### src/rtl/lap_recall.sv
// Lap-time capture/recall stage: live BCD time pass-through, circular lap buffer, oldest-first recall.
// Latency: 1 cycle registered outputs; no backpressure (buttons are level inputs, edge-detected).
module lap_recall #(
    parameter int DEPTH = 8,
    parameter int AW    = 3
) (
    input  logic          clk,
    input  logic          rst,
    input  logic          lap,
    input  logic          recall,
    input  logic          clear,
    input  logic [7:0]    centisec_in,
    input  logic [7:0]    sec_in,
    input  logic [7:0]    min_in,
    input  logic [7:0]    hour_in,
    output logic [7:0]    centisec_out,
    output logic [7:0]    sec_out,
    output logic [7:0]    min_out,
    output logic [7:0]    hour_out,
    output logic [AW:0]   lap_count,
    output logic          recall_active,
    output logic [AW:0]   recall_idx,
    output logic          full
);

    typedef enum logic {S_LIVE, S_RECALL} state_t;

    localparam logic [AW:0] DEPTH_C = (AW+1)'(DEPTH);
    localparam logic [AW:0] ONE_C   = (AW+1)'(1);

    state_t        r_state, w_state_nxt;
    logic [AW:0]   r_count, w_count_nxt;
    logic [AW-1:0] r_wr_ptr, w_wr_ptr_nxt;
    logic [AW-1:0] r_base, w_base_nxt;
    logic [AW-1:0] r_idx, w_idx_nxt;
    logic          r_lap_h, r_rec_h, r_clr_h;
    logic          w_wr_en;
    logic [31:0]   r_mem [DEPTH];
    logic [31:0]   w_live;
    logic [31:0]   w_disp;
    logic [AW-1:0] w_rd_addr;
    logic          w_lap_ev, w_rec_ev, w_clr_ev;

    assign w_lap_ev = lap & ~r_lap_h;
    assign w_rec_ev = recall & ~r_rec_h;
    assign w_clr_ev = clear & ~r_clr_h;
    assign w_live   = {hour_in, min_in, sec_in, centisec_in};

    always_comb begin
        w_state_nxt  = r_state;
        w_count_nxt  = r_count;
        w_wr_ptr_nxt = r_wr_ptr;
        w_base_nxt   = r_base;
        w_idx_nxt    = r_idx;
        w_wr_en      = 1'b0;
        if (w_clr_ev) begin
            w_state_nxt  = S_LIVE;
            w_count_nxt  = '0;
            w_wr_ptr_nxt = '0;
            w_base_nxt   = '0;
            w_idx_nxt    = '0;
        end else if (w_lap_ev) begin
            if (r_state == S_LIVE) begin
                w_wr_en      = 1'b1;
                w_wr_ptr_nxt = r_wr_ptr + 1'b1;
                // A full buffer drops its oldest entry, so the window start advances.
                if (r_count == DEPTH_C) begin
                    w_base_nxt = r_base + 1'b1;
                end else begin
                    w_count_nxt = r_count + ONE_C;
                end
            end
        end else if (w_rec_ev) begin
            if (r_state == S_LIVE) begin
                if (r_count != '0) begin
                    w_state_nxt = S_RECALL;
                    w_idx_nxt   = '0;
                end
            end else if ({1'b0, r_idx} == r_count - ONE_C) begin
                w_state_nxt = S_LIVE;
                w_idx_nxt   = '0;
            end else begin
                w_idx_nxt = r_idx + 1'b1;
            end
        end
    end

    // Lap writes and recall entry never coincide, so the read sees settled memory.
    assign w_rd_addr = w_base_nxt + w_idx_nxt;
    assign w_disp    = (w_state_nxt == S_RECALL) ? r_mem[w_rd_addr] : w_live;

    always_ff @(posedge clk) begin
        if (w_wr_en) begin
            r_mem[r_wr_ptr] <= w_live;
        end
    end

    always_ff @(posedge clk or posedge rst) begin
        if (rst) begin
            r_state       <= S_LIVE;
            r_count       <= '0;
            r_wr_ptr      <= '0;
            r_base        <= '0;
            r_idx         <= '0;
            r_lap_h       <= 1'b1;
            r_rec_h       <= 1'b1;
            r_clr_h       <= 1'b1;
            hour_out      <= '0;
            min_out       <= '0;
            sec_out       <= '0;
            centisec_out  <= '0;
            recall_active <= 1'b0;
            recall_idx    <= '0;
            full          <= 1'b0;
        end else begin
            r_state       <= w_state_nxt;
            r_count       <= w_count_nxt;
            r_wr_ptr      <= w_wr_ptr_nxt;
            r_base        <= w_base_nxt;
            r_idx         <= w_idx_nxt;
            r_lap_h       <= lap;
            r_rec_h       <= recall;
            r_clr_h       <= clear;
            {hour_out, min_out, sec_out, centisec_out} <= w_disp;
            recall_active <= (w_state_nxt == S_RECALL);
            recall_idx    <= (w_state_nxt == S_RECALL) ? ({1'b0, w_idx_nxt} + ONE_C) : '0;
            full          <= (w_count_nxt == DEPTH_C);
        end
    end

    assign lap_count = r_count;

endmodule

### config.mk
export PLATFORM = sky130hd
export DESIGN_NAME = lap_recall
export DESIGN_NICKNAME = d
export VERILOG_FILES = /design/src/rtl/lap_recall.sv
export SDC_FILE = /design/constraint.sdc
export NUM_CORES = 1
export LEC_CHECK = 0
export CAP_MARGIN = 30
export CORE_MARGIN = 3
export CORE_UTILIZATION = 42
export DETAILED_ROUTE_END_ITERATION = 12
export PLACE_DENSITY = 0.69
export SETUP_SLACK_MARGIN = 0.4
export SYNTH_ARGS = -nofsm -noshare
export SYNTH_HDL_FRONTEND = slang
export SYNTH_SLANG_ARGS = --single-unit
### constraint.sdc
create_clock -name clk -period 8.4 [get_ports clk]
set_clock_uncertainty 0.15 [all_clocks]
set_input_delay 1.68 -clock clk [delete_from_list [all_inputs] [get_ports clk]]
set_output_delay 1.68 -clock clk [all_outputs]
set_load 0.05 [all_outputs]
==> results.cfg <==
[sta]
drv_slew = 0
rsz0062_at_grt = false
worst_slew_pin_slew_ns = 0.928
period_needed_ns = 5.54
fmax_mhz = 181
min_period_over_period_pct = 65.9
setup_viol = 0
hold_viol_final = 0
slew_headroom_pct = 38.1
tns_ns = 0

[logic_synthesis]
synth_warnings = 0
synth.avg_cell_area_um2 = 18.7
muxShareOfSynthArea_pct = 12.1
yosys-top-cells-area = edfxtp_1 64%, mux4_2 12%, dfrtp_1 11%
ys_seq_area_share_pct = 75.1
synthSimpleGateAreaFrac_pct = 5.21
async_flop_share_pct = 17.4
netlist_instances = 643
synth_xor_area_share_pct = 0.800
synth_cell_types = 51
synth_ff_type = edfxtp_1
yosys.area.top_type = edfxtp_1
netlist_area_mm2 = 0.0120
synthAdderAreaFrac_pct = 0.894
syn-num-nets = 688
ys_ff_latch = 310
synth_compound_area_share_pct = 4.06
synth_top_family_by_area = multiplexers
synth-edff-count = 256
yosys.area.top_type_share_pct = 63.9

[layout]
drive_gt1_share_pct = 20.1
area_growth_pct = 19.8
layout_commonest_cell = edfxtp_1
nNetsFinal = 777
mostFrequentLayoutCells = 256 x edfxtp_1, 78 x clkdlybuf4s50_1, 64 x mux4_2

[critical_path]
regToRegSetupSlack_ns = 3.47
crit_fanout = 38
critPathLaunch = lap
path_common_cell = nor2_1
cp_num_cells = 11
critPathCaptureType = flop
path_buf_inv = 2
rr_endpoint = min_out[3]
crit_family = adder cells
cp_cell_sequence = clkdlybuf4s50_1, or3b_1, nor2_1, xnor2_1, nor2_1, ha_4, fa_2, buf_4, mux4_2, o21ai_1, a31oi_1
critPathSlowestCell = fa_2
crit_required_ns = 8.62
crit_path_max_incr_delay_ns = 1.06
crit_type = in -> reg
rr_worst_depth = 14
crit_path_start_kind = input pin
cp.arrival_ns = 5.75
timing.rr.start = lap_count[0]

[global_routing]
grt_max_degree = 70
grt_pass1_vias = 6611
grt-ovfl-total = 0
grt_pass1_wl_mm = 38.7
antenna_found_initial = 2
grt_usage_pct = 16.4

[die]
die-area_mm2 = 0.0307
die-height_um = 175
io_pins = 79
core_area_mm2 = 0.0280
rows = 61
die_w_um = 175
start_util_pct = 43.0

[placed_design]
portBuffers = 78
gp_congestion = 0.787
post-dp-hpwl_mm = 13.2

[pwr]
leakage_nw = 4.77
irDropWorstVdd_v = 0.000165
total_power_mw = 3.88
cellPowerDensity_mw_per_mm2 = 269

[clock_tree]
clkSinkCount = 310
clockRootBuffer = clkbuf_16
htree_levels = 1
cts_buffers = 30
post_cts_buffers = 0
clockBufferDepth = 3
postCtsHoldBufs = 0
clkTransAtPathRegs_ns = 0.06
post_cts_resized = 0
clk_latency_ns = 0.56
cts_tree = done

[routing]
drtIter0Drc = 440
wl_mm = 25.3
viasPerCell = 5.57
drc_errors = 0
vias = 6321
routedWlPerCell_um = 22.3
dr.pass1.iters = 5
ant_nets = 0

[run_status]
status = completed

[min_path]
hp-class = reg -> reg
hold_path_end = r_base[2]
whs_path_depth = 2
worstHoldStart = r_base[2]

[job]
max_cap_violations = 0
==> cell type report <==
type | count | area [um2]
Fill cell | 2199 | 13600
Sequential cell | 310 | 9040
Multi-Input combinational cell | 291 | 2870
Timing Repair Buffer | 93 | 913
Clock buffer | 35 | 811
Tap cell | 378 | 473
Clock inverter | 21 | 285
Inverter | 6 | 22.5
Antenna cell | 1 | 2.50
==> metrics by stage <==
step / utilization, % / area, um2 / instances / hold WS [ns] / worst slack, ns
after floorplan: - / 12000 / 643 / 0.386 / 3.02
after global placement: 47.4 / 13300 / 1076 / 0.403 / 2.26
after detailed placement: 47.5 / 13300 / 1078 / 0.413 / 2.32
after CTS: 51.5 / 14400 / 1134 / 0.424 / 2.85
after global routing: 51.5 / 14400 / 1134 / 0.458 / 2.69
final: 51.5 / 14400 / 1135 / 0.448 / 2.86
==> metal layers <==
metal | wire, um | vias to the layer above | GRT usage (%)
met4 | 359 | 4 | 3.76
met1 | 10300 | 3306 | 21.8
li1 | - | 2752 | -
met5 | 34 | - | 0
met2 | 13000 | 227 | 28.5
met3 | 1620 | 32 | 2.81
==> how the worst max path moves through the flow <==
stage                   to  slack, ns
6_report        min_out[3]       2.86
5_1_grt         min_out[2]       2.69
4_1_cts         sec_out[5]       2.85
3_5_place_dp    sec_out[5]       2.32
3_3_place_gp    sec_out[5]       2.26
2_1_floorplan  r_mem[0][0]       3.02
==> synth_stat cells, types with 2 or more instances <==
library cell  count
edfxtp_1        256
mux4_2           64
dfrtp_1          51
nor2_1           50
nand3_1          35
a31oi_1          33
o21ai_1          30
clkbuf_1         22
xor2_1            9
nand2_1           8
ha_1              7
buf_2             6
buf_6             6
inv_1             6
and2_1            5
nor2b_1           5
nand2b_1          4
nor3_1            4
dfstp_2           3
o21ai_0           3
a21oi_1           2
a32o_1            2
and3_1            2
o31ai_1           2
xnor2_1           2
==> worst min-delay path, delay by kind of cell, from the launching register on <==
kind | cells | cell delay [ns]
flip-flops | 1 | 0.36
AO/OA/AOI/OAI | 1 | 0.06
AND/OR/NAND/NOR | 1 | 0.14
==> power breakdown <==
group | total (mW) | leakage (nW) | switching [mW] | internal, mW
Clock | 1.46 | 0.530 | 0.554 | 0.903
Combinational | 0.618 | 1.28 | 0.387 | 0.230
Sequential | 1.80 | 2.97 | 0.0421 | 1.76
==> registers in the layout, summed over array words and instances (netlist names) <==
| signal | count |
|---|---|
| centisec_out | 8 |
| r_clr_h | 1 |
| min_out | 8 |
| r_lap_h | 1 |
| r_idx | 3 |
| hour_out | 8 |
| sec_out | 8 |
| r_mem | 256 |
| r_base | 3 |
| full | 1 |
| r_wr_ptr | 3 |
| recall_idx | 4 |
| r_state | 1 |
| r_rec_h | 1 |
| lap_count | 4 |
==> logic make-up after synthesis <==
logic type                 count (synthesis)
DFF                                      310
and+or+nand+nor                          126
AOI/OAI and AO/OA                         80
muxes                                     66
buffers and inverters                     42
xor gates and xnor gates                  11
adders and majority gates                  8
Power figures use the tool's default switching activity.
